==> src/rtl/cups_pkg.sv <==
// Shared types and constants for the three-cup pouring datapath and its sequencer.
package cups_pkg;

  typedef enum logic [1:0] {
    LARGE  = 2'd0,
    MEDIUM = 2'd1,
    SMALL  = 2'd2
  } Cup;

  localparam int unsigned CAP_L = 12;
  localparam int unsigned CAP_M = 8;
  localparam int unsigned CAP_S = 5;

  localparam logic [1:0] FAIL_NONE      = 2'd0;
  localparam logic [1:0] FAIL_EXHAUSTED = 2'd1;
  localparam logic [1:0] FAIL_ILLEGAL   = 2'd2;

  typedef enum logic [2:0] {
    S_IDLE   = 3'd0,
    S_ISSUE  = 3'd1,
    S_WAIT   = 3'd2,
    S_CHECK  = 3'd3,
    S_SOLVED = 3'd4,
    S_FAIL   = 3'd5
  } sched_state_e;

  // One pour move; all-zero is the no-op (LARGE into LARGE).
  typedef struct packed {
    logic [1:0] src;
    logic [1:0] dst;
  } move_t;

  // Capacity of a cup code; invalid code reports zero.
  function automatic logic [3:0] cup_cap(input logic [1:0] c);
    case (c)
      2'd0:    cup_cap = 4'(CAP_L);
      2'd1:    cup_cap = 4'(CAP_M);
      2'd2:    cup_cap = 4'(CAP_S);
      default: cup_cap = 4'd0;
    endcase
  endfunction

endpackage

==> src/rtl/pour_sched_if.sv <==
// Host/datapath-facing bundle of the pour sequencer.
interface pour_sched_if;
  logic       prog_we;
  logic [3:0] prog_addr;
  logic [1:0] prog_from;
  logic [1:0] prog_to;
  logic [4:0] prog_len;
  logic       start;
  logic [3:0] large_lvl;
  logic [3:0] medium_lvl;
  logic [3:0] small_lvl;
  logic [1:0] from;
  logic [1:0] to;
  logic       busy;
  logic       solved;
  logic       failed;
  logic [1:0] fail_code;
  logic [4:0] step;

  modport master (
    output prog_we, prog_addr, prog_from, prog_to, prog_len, start,
    output large_lvl, medium_lvl, small_lvl,
    input  from, to, busy, solved, failed, fail_code, step
  );

  modport slave (
    input  prog_we, prog_addr, prog_from, prog_to, prog_len, start,
    input  large_lvl, medium_lvl, small_lvl,
    output from, to, busy, solved, failed, fail_code, step
  );
endinterface

==> src/rtl/pour_move_table.sv <==
// Move table: DEPTH x 4-bit register file, one write port, combinational read.
module pour_move_table
  import cups_pkg::*;
#(
  parameter int unsigned DEPTH = 16
) (
  input  logic       clock,
  input  logic       reset,
  input  logic       we,
  input  logic [3:0] waddr,
  input  move_t      wdata,
  input  logic [3:0] raddr,
  output move_t      rdata
);

  localparam int unsigned AW = (DEPTH > 1) ? $clog2(DEPTH) : 1;

  move_t mem [DEPTH];

  // Storage; reset fills every entry with the no-op, out-of-range writes drop.
  always_ff @(posedge clock or posedge reset) begin
    if (reset) begin
      for (int i = 0; i < int'(DEPTH); i++) mem[i] <= '0;
    end else if (we && ({1'b0, waddr} < 5'(DEPTH))) begin
      mem[waddr[AW-1:0]] <= wdata;
    end
  end

  // Read port; out-of-range indices return the no-op.
  always_comb begin
    rdata = '0;
    if ({1'b0, raddr} < 5'(DEPTH)) rdata = mem[raddr[AW-1:0]];
  end

endmodule

==> src/rtl/pour_sched.sv <==
// Move sequencer for the three-cup pouring datapath.
// Optional: define POUR_SCHED_LEGAL_CHECK_EN to reject illegal moves before issue.
module pour_sched
  import cups_pkg::*;
#(
  parameter int unsigned MAX_STEPS = 16,
  parameter int unsigned TGT_L     = 6,
  parameter int unsigned TGT_M     = 6
) (
  input  logic         clock,
  input  logic         reset,
  pour_sched_if.slave  bus
);

  sched_state_e state;
  logic [4:0]   len_q;
  logic [4:0]   step_q;

  logic         idle_c;
  logic         tbl_we_c;
  logic         goal_c;
  logic         last_c;
  logic [3:0]   rd_idx_c;
  move_t        wr_mv_c;
  move_t        rd_mv_c;
  move_t        nxt_mv_c;
  move_t        iss_mv_c;

  assign idle_c   = (state == S_IDLE) || (state == S_SOLVED) || (state == S_FAIL);
  assign tbl_we_c = bus.prog_we && idle_c;
  assign wr_mv_c  = {bus.prog_from, bus.prog_to};
  assign rd_idx_c = (state == S_CHECK) ? 4'(step_q + 5'd1) : 4'd0;
  assign goal_c   = (bus.large_lvl == 4'(TGT_L)) && (bus.medium_lvl == 4'(TGT_M));
  assign last_c   = (5'(step_q + 5'd1) == len_q);

  pour_move_table #(.DEPTH(MAX_STEPS)) u_table (
    .clock (clock),
    .reset (reset),
    .we    (tbl_we_c),
    .waddr (bus.prog_addr),
    .wdata (wr_mv_c),
    .raddr (rd_idx_c),
    .rdata (rd_mv_c)
  );

  // A write landing on the entry about to be issued wins over the stored copy.
  assign nxt_mv_c = (tbl_we_c && (bus.prog_addr == rd_idx_c)) ? wr_mv_c : rd_mv_c;

`ifdef POUR_SCHED_LEGAL_CHECK_EN
  logic illegal_c;
  logic illegal_q;

  function automatic logic [3:0] lvl_of(input logic [1:0] c);
    case (c)
      2'd0:    lvl_of = bus.large_lvl;
      2'd1:    lvl_of = bus.medium_lvl;
      2'd2:    lvl_of = bus.small_lvl;
      default: lvl_of = 4'd0;
    endcase
  endfunction

  // Levels are stable from CHECK through the following ISSUE, so judging the
  // move one edge early gives the same verdict and keeps from/to registered.
  always_comb begin
    illegal_c = (nxt_mv_c.src == 2'd3) || (nxt_mv_c.dst == 2'd3) ||
                (nxt_mv_c.src == nxt_mv_c.dst) ||
                (lvl_of(nxt_mv_c.src) == 4'd0) ||
                (lvl_of(nxt_mv_c.dst) >= cup_cap(nxt_mv_c.dst));
  end

  assign iss_mv_c = illegal_c ? move_t'('0) : nxt_mv_c;
`else
  assign iss_mv_c = nxt_mv_c;
`endif

  // Sequencer FSM with registered outputs; from/to default to the no-op.
  always_ff @(posedge clock or posedge reset) begin
    if (reset) begin
      state         <= S_IDLE;
      len_q         <= '0;
      step_q        <= '0;
      bus.from      <= '0;
      bus.to        <= '0;
      bus.busy      <= 1'b0;
      bus.solved    <= 1'b0;
      bus.failed    <= 1'b0;
      bus.fail_code <= FAIL_NONE;
`ifdef POUR_SCHED_LEGAL_CHECK_EN
      illegal_q     <= 1'b0;
`endif
    end else begin
      bus.from <= '0;
      bus.to   <= '0;
      case (state)
        S_IDLE, S_SOLVED, S_FAIL: begin
          if (bus.start) begin
            len_q         <= bus.prog_len;
            step_q        <= '0;
            bus.solved    <= 1'b0;
            bus.failed    <= 1'b0;
            bus.fail_code <= FAIL_NONE;
            if (bus.prog_len == 5'd0) begin
              state         <= S_FAIL;
              bus.failed    <= 1'b1;
              bus.fail_code <= FAIL_EXHAUSTED;
              bus.busy      <= 1'b0;
            end else begin
              state    <= S_ISSUE;
              bus.busy <= 1'b1;
              bus.from <= iss_mv_c.src;
              bus.to   <= iss_mv_c.dst;
`ifdef POUR_SCHED_LEGAL_CHECK_EN
              illegal_q <= illegal_c;
`endif
            end
          end
        end
        S_ISSUE: begin
`ifdef POUR_SCHED_LEGAL_CHECK_EN
          if (illegal_q) begin
            state         <= S_FAIL;
            bus.failed    <= 1'b1;
            bus.fail_code <= FAIL_ILLEGAL;
            bus.busy      <= 1'b0;
          end else begin
            state <= S_WAIT;
          end
`else
          state <= S_WAIT;
`endif
        end
        S_WAIT: state <= S_CHECK;
        S_CHECK: begin
          if (goal_c) begin
            state      <= S_SOLVED;
            bus.solved <= 1'b1;
            bus.busy   <= 1'b0;
          end else if (last_c) begin
            state         <= S_FAIL;
            bus.failed    <= 1'b1;
            bus.fail_code <= FAIL_EXHAUSTED;
            bus.busy      <= 1'b0;
          end else begin
            state    <= S_ISSUE;
            step_q   <= 5'(step_q + 5'd1);
            bus.from <= iss_mv_c.src;
            bus.to   <= iss_mv_c.dst;
`ifdef POUR_SCHED_LEGAL_CHECK_EN
            illegal_q <= illegal_c;
`endif
          end
        end
        default: begin
          state    <= S_IDLE;
          bus.busy <= 1'b0;
        end
      endcase
    end
  end

  assign bus.step = step_q;

endmodule

==> src/flat_wrapper.sv <==
// flat-port wrapper written by rule: the top's interface ports become plain ports
module pour_sched_flat import cups_pkg::*;
#(
  parameter int unsigned MAX_STEPS = 16,
  parameter int unsigned TGT_L     = 6,
  parameter int unsigned TGT_M     = 6
)
  (clock, reset, bus_prog_we, bus_prog_addr, bus_prog_from, bus_prog_to, bus_prog_len, bus_start, bus_large_lvl, bus_medium_lvl, bus_small_lvl, bus_from, bus_to, bus_busy, bus_solved, bus_failed, bus_fail_code, bus_step);
  pour_sched_if bus_i ();
  input  logic clock;
  input  logic reset;
  input wire logic [$bits(bus_i.prog_we)-1:0] bus_prog_we;
  input wire logic [$bits(bus_i.prog_addr)-1:0] bus_prog_addr;
  input wire logic [$bits(bus_i.prog_from)-1:0] bus_prog_from;
  input wire logic [$bits(bus_i.prog_to)-1:0] bus_prog_to;
  input wire logic [$bits(bus_i.prog_len)-1:0] bus_prog_len;
  input wire logic [$bits(bus_i.start)-1:0] bus_start;
  input wire logic [$bits(bus_i.large_lvl)-1:0] bus_large_lvl;
  input wire logic [$bits(bus_i.medium_lvl)-1:0] bus_medium_lvl;
  input wire logic [$bits(bus_i.small_lvl)-1:0] bus_small_lvl;
  output wire logic [$bits(bus_i.from)-1:0] bus_from;
  output wire logic [$bits(bus_i.to)-1:0] bus_to;
  output wire logic [$bits(bus_i.busy)-1:0] bus_busy;
  output wire logic [$bits(bus_i.solved)-1:0] bus_solved;
  output wire logic [$bits(bus_i.failed)-1:0] bus_failed;
  output wire logic [$bits(bus_i.fail_code)-1:0] bus_fail_code;
  output wire logic [$bits(bus_i.step)-1:0] bus_step;
  assign bus_i.prog_we = bus_prog_we;
  assign bus_i.prog_addr = bus_prog_addr;
  assign bus_i.prog_from = bus_prog_from;
  assign bus_i.prog_to = bus_prog_to;
  assign bus_i.prog_len = bus_prog_len;
  assign bus_i.start = bus_start;
  assign bus_i.large_lvl = bus_large_lvl;
  assign bus_i.medium_lvl = bus_medium_lvl;
  assign bus_i.small_lvl = bus_small_lvl;
  assign bus_from = bus_i.from;
  assign bus_to = bus_i.to;
  assign bus_busy = bus_i.busy;
  assign bus_solved = bus_i.solved;
  assign bus_failed = bus_i.failed;
  assign bus_fail_code = bus_i.fail_code;
  assign bus_step = bus_i.step;
  pour_sched #(.MAX_STEPS(MAX_STEPS), .TGT_L(TGT_L), .TGT_M(TGT_M)) u_core (.clock(clock), .reset(reset), .bus(bus_i));
endmodule
==> config.mk <==
export PLATFORM = sky130hd
export DESIGN_NAME = pour_sched_flat
export DESIGN_NICKNAME = d
export VERILOG_FILES = /design/src/rtl/cups_pkg.sv /design/src/rtl/pour_sched_if.sv /design/src/rtl/pour_move_table.sv /design/src/rtl/pour_sched.sv /design/src/flat_wrapper.sv
export SDC_FILE = /design/constraint.sdc
export NUM_CORES = 1
export LEC_CHECK = 0
export BUFFER_PORTS_ARGS = -buffer_cell sky130_fd_sc_hd__buf_2
export CORE_MARGIN = 2
export CORE_UTILIZATION = 50
export CTS_BUF_LIST = sky130_fd_sc_hd__clkbuf_4
export CTS_CLUSTER_SIZE = 12
export DETAILED_ROUTE_END_ITERATION = 7
export PLACE_DENSITY = 0.79
export SYNTH_ARGS = -nofsm -noshare
export SYNTH_HDL_FRONTEND = slang
export SYNTH_HIERARCHICAL = 1
export SYNTH_SLANG_ARGS = --single-unit
==> constraint.sdc <==
create_clock -name clock -period 3.1 [get_ports clock]
set_input_delay 0.31 -clock clock [delete_from_list [all_inputs] [get_ports clock]]
set_output_delay 0.31 -clock clock [all_outputs]
set_load 0.05 [all_outputs]
==> results.json <==
{
  "initial_core_util_pct": 51.1,
  "synth_warnings": 6,
  "synth_edf_count": 0,
  "finalHoldViolCount": 6,
  "ios": 43,
  "cts-root-buf": "clkbuf_4",
  "drt_first_iter_violations": 153,
  "grt_use_total_pct": 19.9,
  "cp-end-kind": "flop",
  "ys_ff_latch": 84,
  "start_kind": "flop",
  "failed_checks": "hold timing",
  "ant_nets": 0,
  "grt_antenna_before_repair": 0,
  "viasPerCell": 5.69,
  "power.share.combinational_pct": 39.4,
  "power.internal_w": 0.00281,
  "pwr-share-seq_pct": 41.8,
  "setup.worst_path.start": "u_core/bus.step[0]",
  "grt_pass1_wl_mm": 13.5,
  "slew_viol_final": 0,
  "fin_nets": 375,
  "vias": 2590,
  "swShare_pct": 35.4,
  "rows": 33,
  "dp_slack_ns": 0.631,
  "routedWlPerCell_um": 18.3,
  "syn_area_sq_um": 4160,
  "clock.fmax_ghz": 0.396,
  "die-area_sq_um": 9070,
  "fin_util_pct": 56.6,
  "whs_ns": -0.00833,
  "setup_ws_ns": 0.574,
  "grt_pass1_vias": 2695,
  "cts_setup_buffers": 0,
  "stdcell_count": 455,
  "syn_nets": 337,
  "path_clk_slew_ns": 0.15,
  "cts_buffers": 9,
  "p_clk_share_pct": 18.8,
  "maxCapViolCount": 0,
  "core_region_area_sq_um": 8130,
  "fillers": 671,
  "hold_class": "input pin to asynchronous set/reset pin",
  "gp_congestion": 0.825,
  "dp.final_hpwl_mm": 5.86,
  "synth_cells": 307,
  "worstMarginPinSlew_ns": 0.821,
  "clock-sinks": 84,
  "crit_arrival_ns": 2.86,
  "area_delta_synth_final_pct": 10.7,
  "powerDensity_nw_per_um2": 944,
  "dpl.cell_count": 439,
  "vdd_drop_max_mv": 0.426,
  "r2r_cells": 9,
  "r2r-end": "u_core/bus.from[0]",
  "criticalPathCategory": "flop to flop",
  "grt-ovfl-total": 0,
  "worst_clock_skew_ns": 0.0182,
  "reg2reg_from": "u_core/bus.step[0]",
  "postCtsResizedCells": 0,
  "synth_area_leaders": "dfrtp_1 (51%), mux2_2 (18%), mux4_2 (8.7%)",
  "antennaDiodeCount": 0,
  "port_buffers": 37,
  "avgSynthCellArea_sq_um": 13.6,
  "drive_gt1_share_pct": 44.6,
  "p_total_w": 0.00435,
  "first_pass_iters": 4,
  "setup_tns_ns": 0,
  "clock_latency_ns": 0.44,
  "die_w_um": 95.2,
  "drc": 0,
  "slew_headroom_pct": 45.2,
  "die_h_um": 95.2,
  "power.switching_w": 0.00154,
  "rsz0062_at_grt": "false",
  "synth_top_area_share_pct": 50.5,
  "outcome": "finished, violations left",
  "crit_path_end": "u_core/bus.from[0]",
  "yosysUniqueCellTypes": 51,
  "layout_common_cells": "dfrtp_1 (84), mux2_2 (65), buf_2 (37), nor2_1 (19)",
  "clock_path_buffers": 2,
  "period_share_pct": 81.5,
  "cts_hold_buf": 0,
  "setup_violations": 0,
  "power_leakage_nw": 2.15,
  "yosysSeqAreaShare_pct": 50.5,
  "layout_commonest_cell": "dfrtp_1",
  "period_needed_ns": 2.53,
  "grt_max_degree": 40,
  "yosysTopAreaCell": "dfrtp_1",
  "cp_max_fo": 16,
  "cts_tree": "built",
  "synth-main-ff-cell": "dfrtp_1",
  "r2r_setup_slack_ns": 0.57,
  "drt_wl_total_mm": 8.31,
  "h-tree-depth": 3,
  "async_flop_share_pct": 100,
  "required_ns": 3.43
}
worst min path at each step:
stage | from | to | slack [ns] | cells past startpoint
finish | reset | u_core/bus.step[0] | -0.008 | 2
global route | reset | u_core/bus.step[1] | 0.05 | 2
CTS | reset | u_core/bus.step[1] | 0.007 | 2
detailed placement | u_core/bus.solved | u_core/bus.solved | 0.47 | 2
global placement | u_core/bus.solved | u_core/bus.solved | 0.46 | 2
floorplan | reset | u_core/bus.busy | 0.27 | 1
Yosys cell counts (all sizes together), types with 4 or more instances:
| cell | number |
|---|---|
| o21ai | 5 |
| nor2 | 20 |
| nor3 | 4 |
| dlygate4sd1 | 4 |
| buf | 10 |
| a22oi | 4 |
| mux2 | 69 |
| inv | 5 |
| mux4 | 16 |
| mux2i | 4 |
| xnor2 | 4 |
| nor2b | 4 |
| nand2 | 15 |
| dfrtp | 84 |
| nand3 | 17 |
| nand3b | 4 |
critical path, stage by stage (launching register included):
cell	delay (ns)
dfrtp_1	0.50
ha_1	0.35
inv_1	0.05
nor2_1	0.10
buf_4	0.29
mux4_2	0.57
a22oi_1	0.24
nand3_1	0.12
mux2i_1	0.15
nor2_1	0.05
per-layer routing:
layer  vias to the layer above  track usage (%)  part of all wire [%]
met5                         -                0                     0
met4                         0             7.13                   1.7
met3                        12             3.56                   4.6
met2                        71             31.9                    47
met1                      1303             27.6                    46
li1                       1204                -                     -
kinds of logic after synthesis:
logic type                 synth area share (%)
xor gates and xnor gates                   2.59
other                                    0.0901
adders and majority gates                 0.301
buffers and inverters                      2.92
AOI/OAI and AO/OA                          4.09
DFF                                        50.5
muxes                                      28.7
and+or+nand+nor                            10.8
through the flow:
step / area (sq um) / hold WS, ns
6_report: 4600 / -0.00833
5_1_grt: 4600 / 0.0470
4_1_cts: 4600 / 0.00718
3_5_place_dp: 4410 / 0.473
3_3_place_gp: 4410 / 0.456
2_1_floorplan: 4160 / 0.274
area by class of cell:
class                           instances  area [sq um]  area share, %
Sequential cell                        84          2100           45.7
Multi-Input combinational cell        203          1940           42.1
Timing Repair Buffer                   42           223           4.84
Tap cell                              105           131           2.85
Clock inverter                          7           123           2.66
Clock buffer                            9          67.6           1.47
Inverter                                5          18.8          0.408
power groups by stage:
| stage | combinational [W] | clock, W | sequential (W) |
|---|---|---|---|
| after global routing | 0.00184 | 0.000885 | 0.00187 |
| after CTS | 0.00172 | 0.000829 | 0.00181 |
| after global placement | 0.00166 | 0 | 0.00181 |
| final | 0.00171 | 0.000817 | 0.00182 |
| after floorplan | 0.00125 | 0 | 0.00193 |
| after detailed placement | 0.00172 | 0 | 0.00184 |
sequential cells by signal, indices dropped and copies added, names as in the netlist, 2 cells and up:
| signal | cells |
|---|---|
| u_core/u_table/mem | 64 |
| u_core/bus.from | 2 |
| u_core/bus.step | 5 |
| u_core/bus.to | 2 |
| u_core/len_q | 5 |
| u_core/state | 3 |
(Power assumes the default switching activity.)
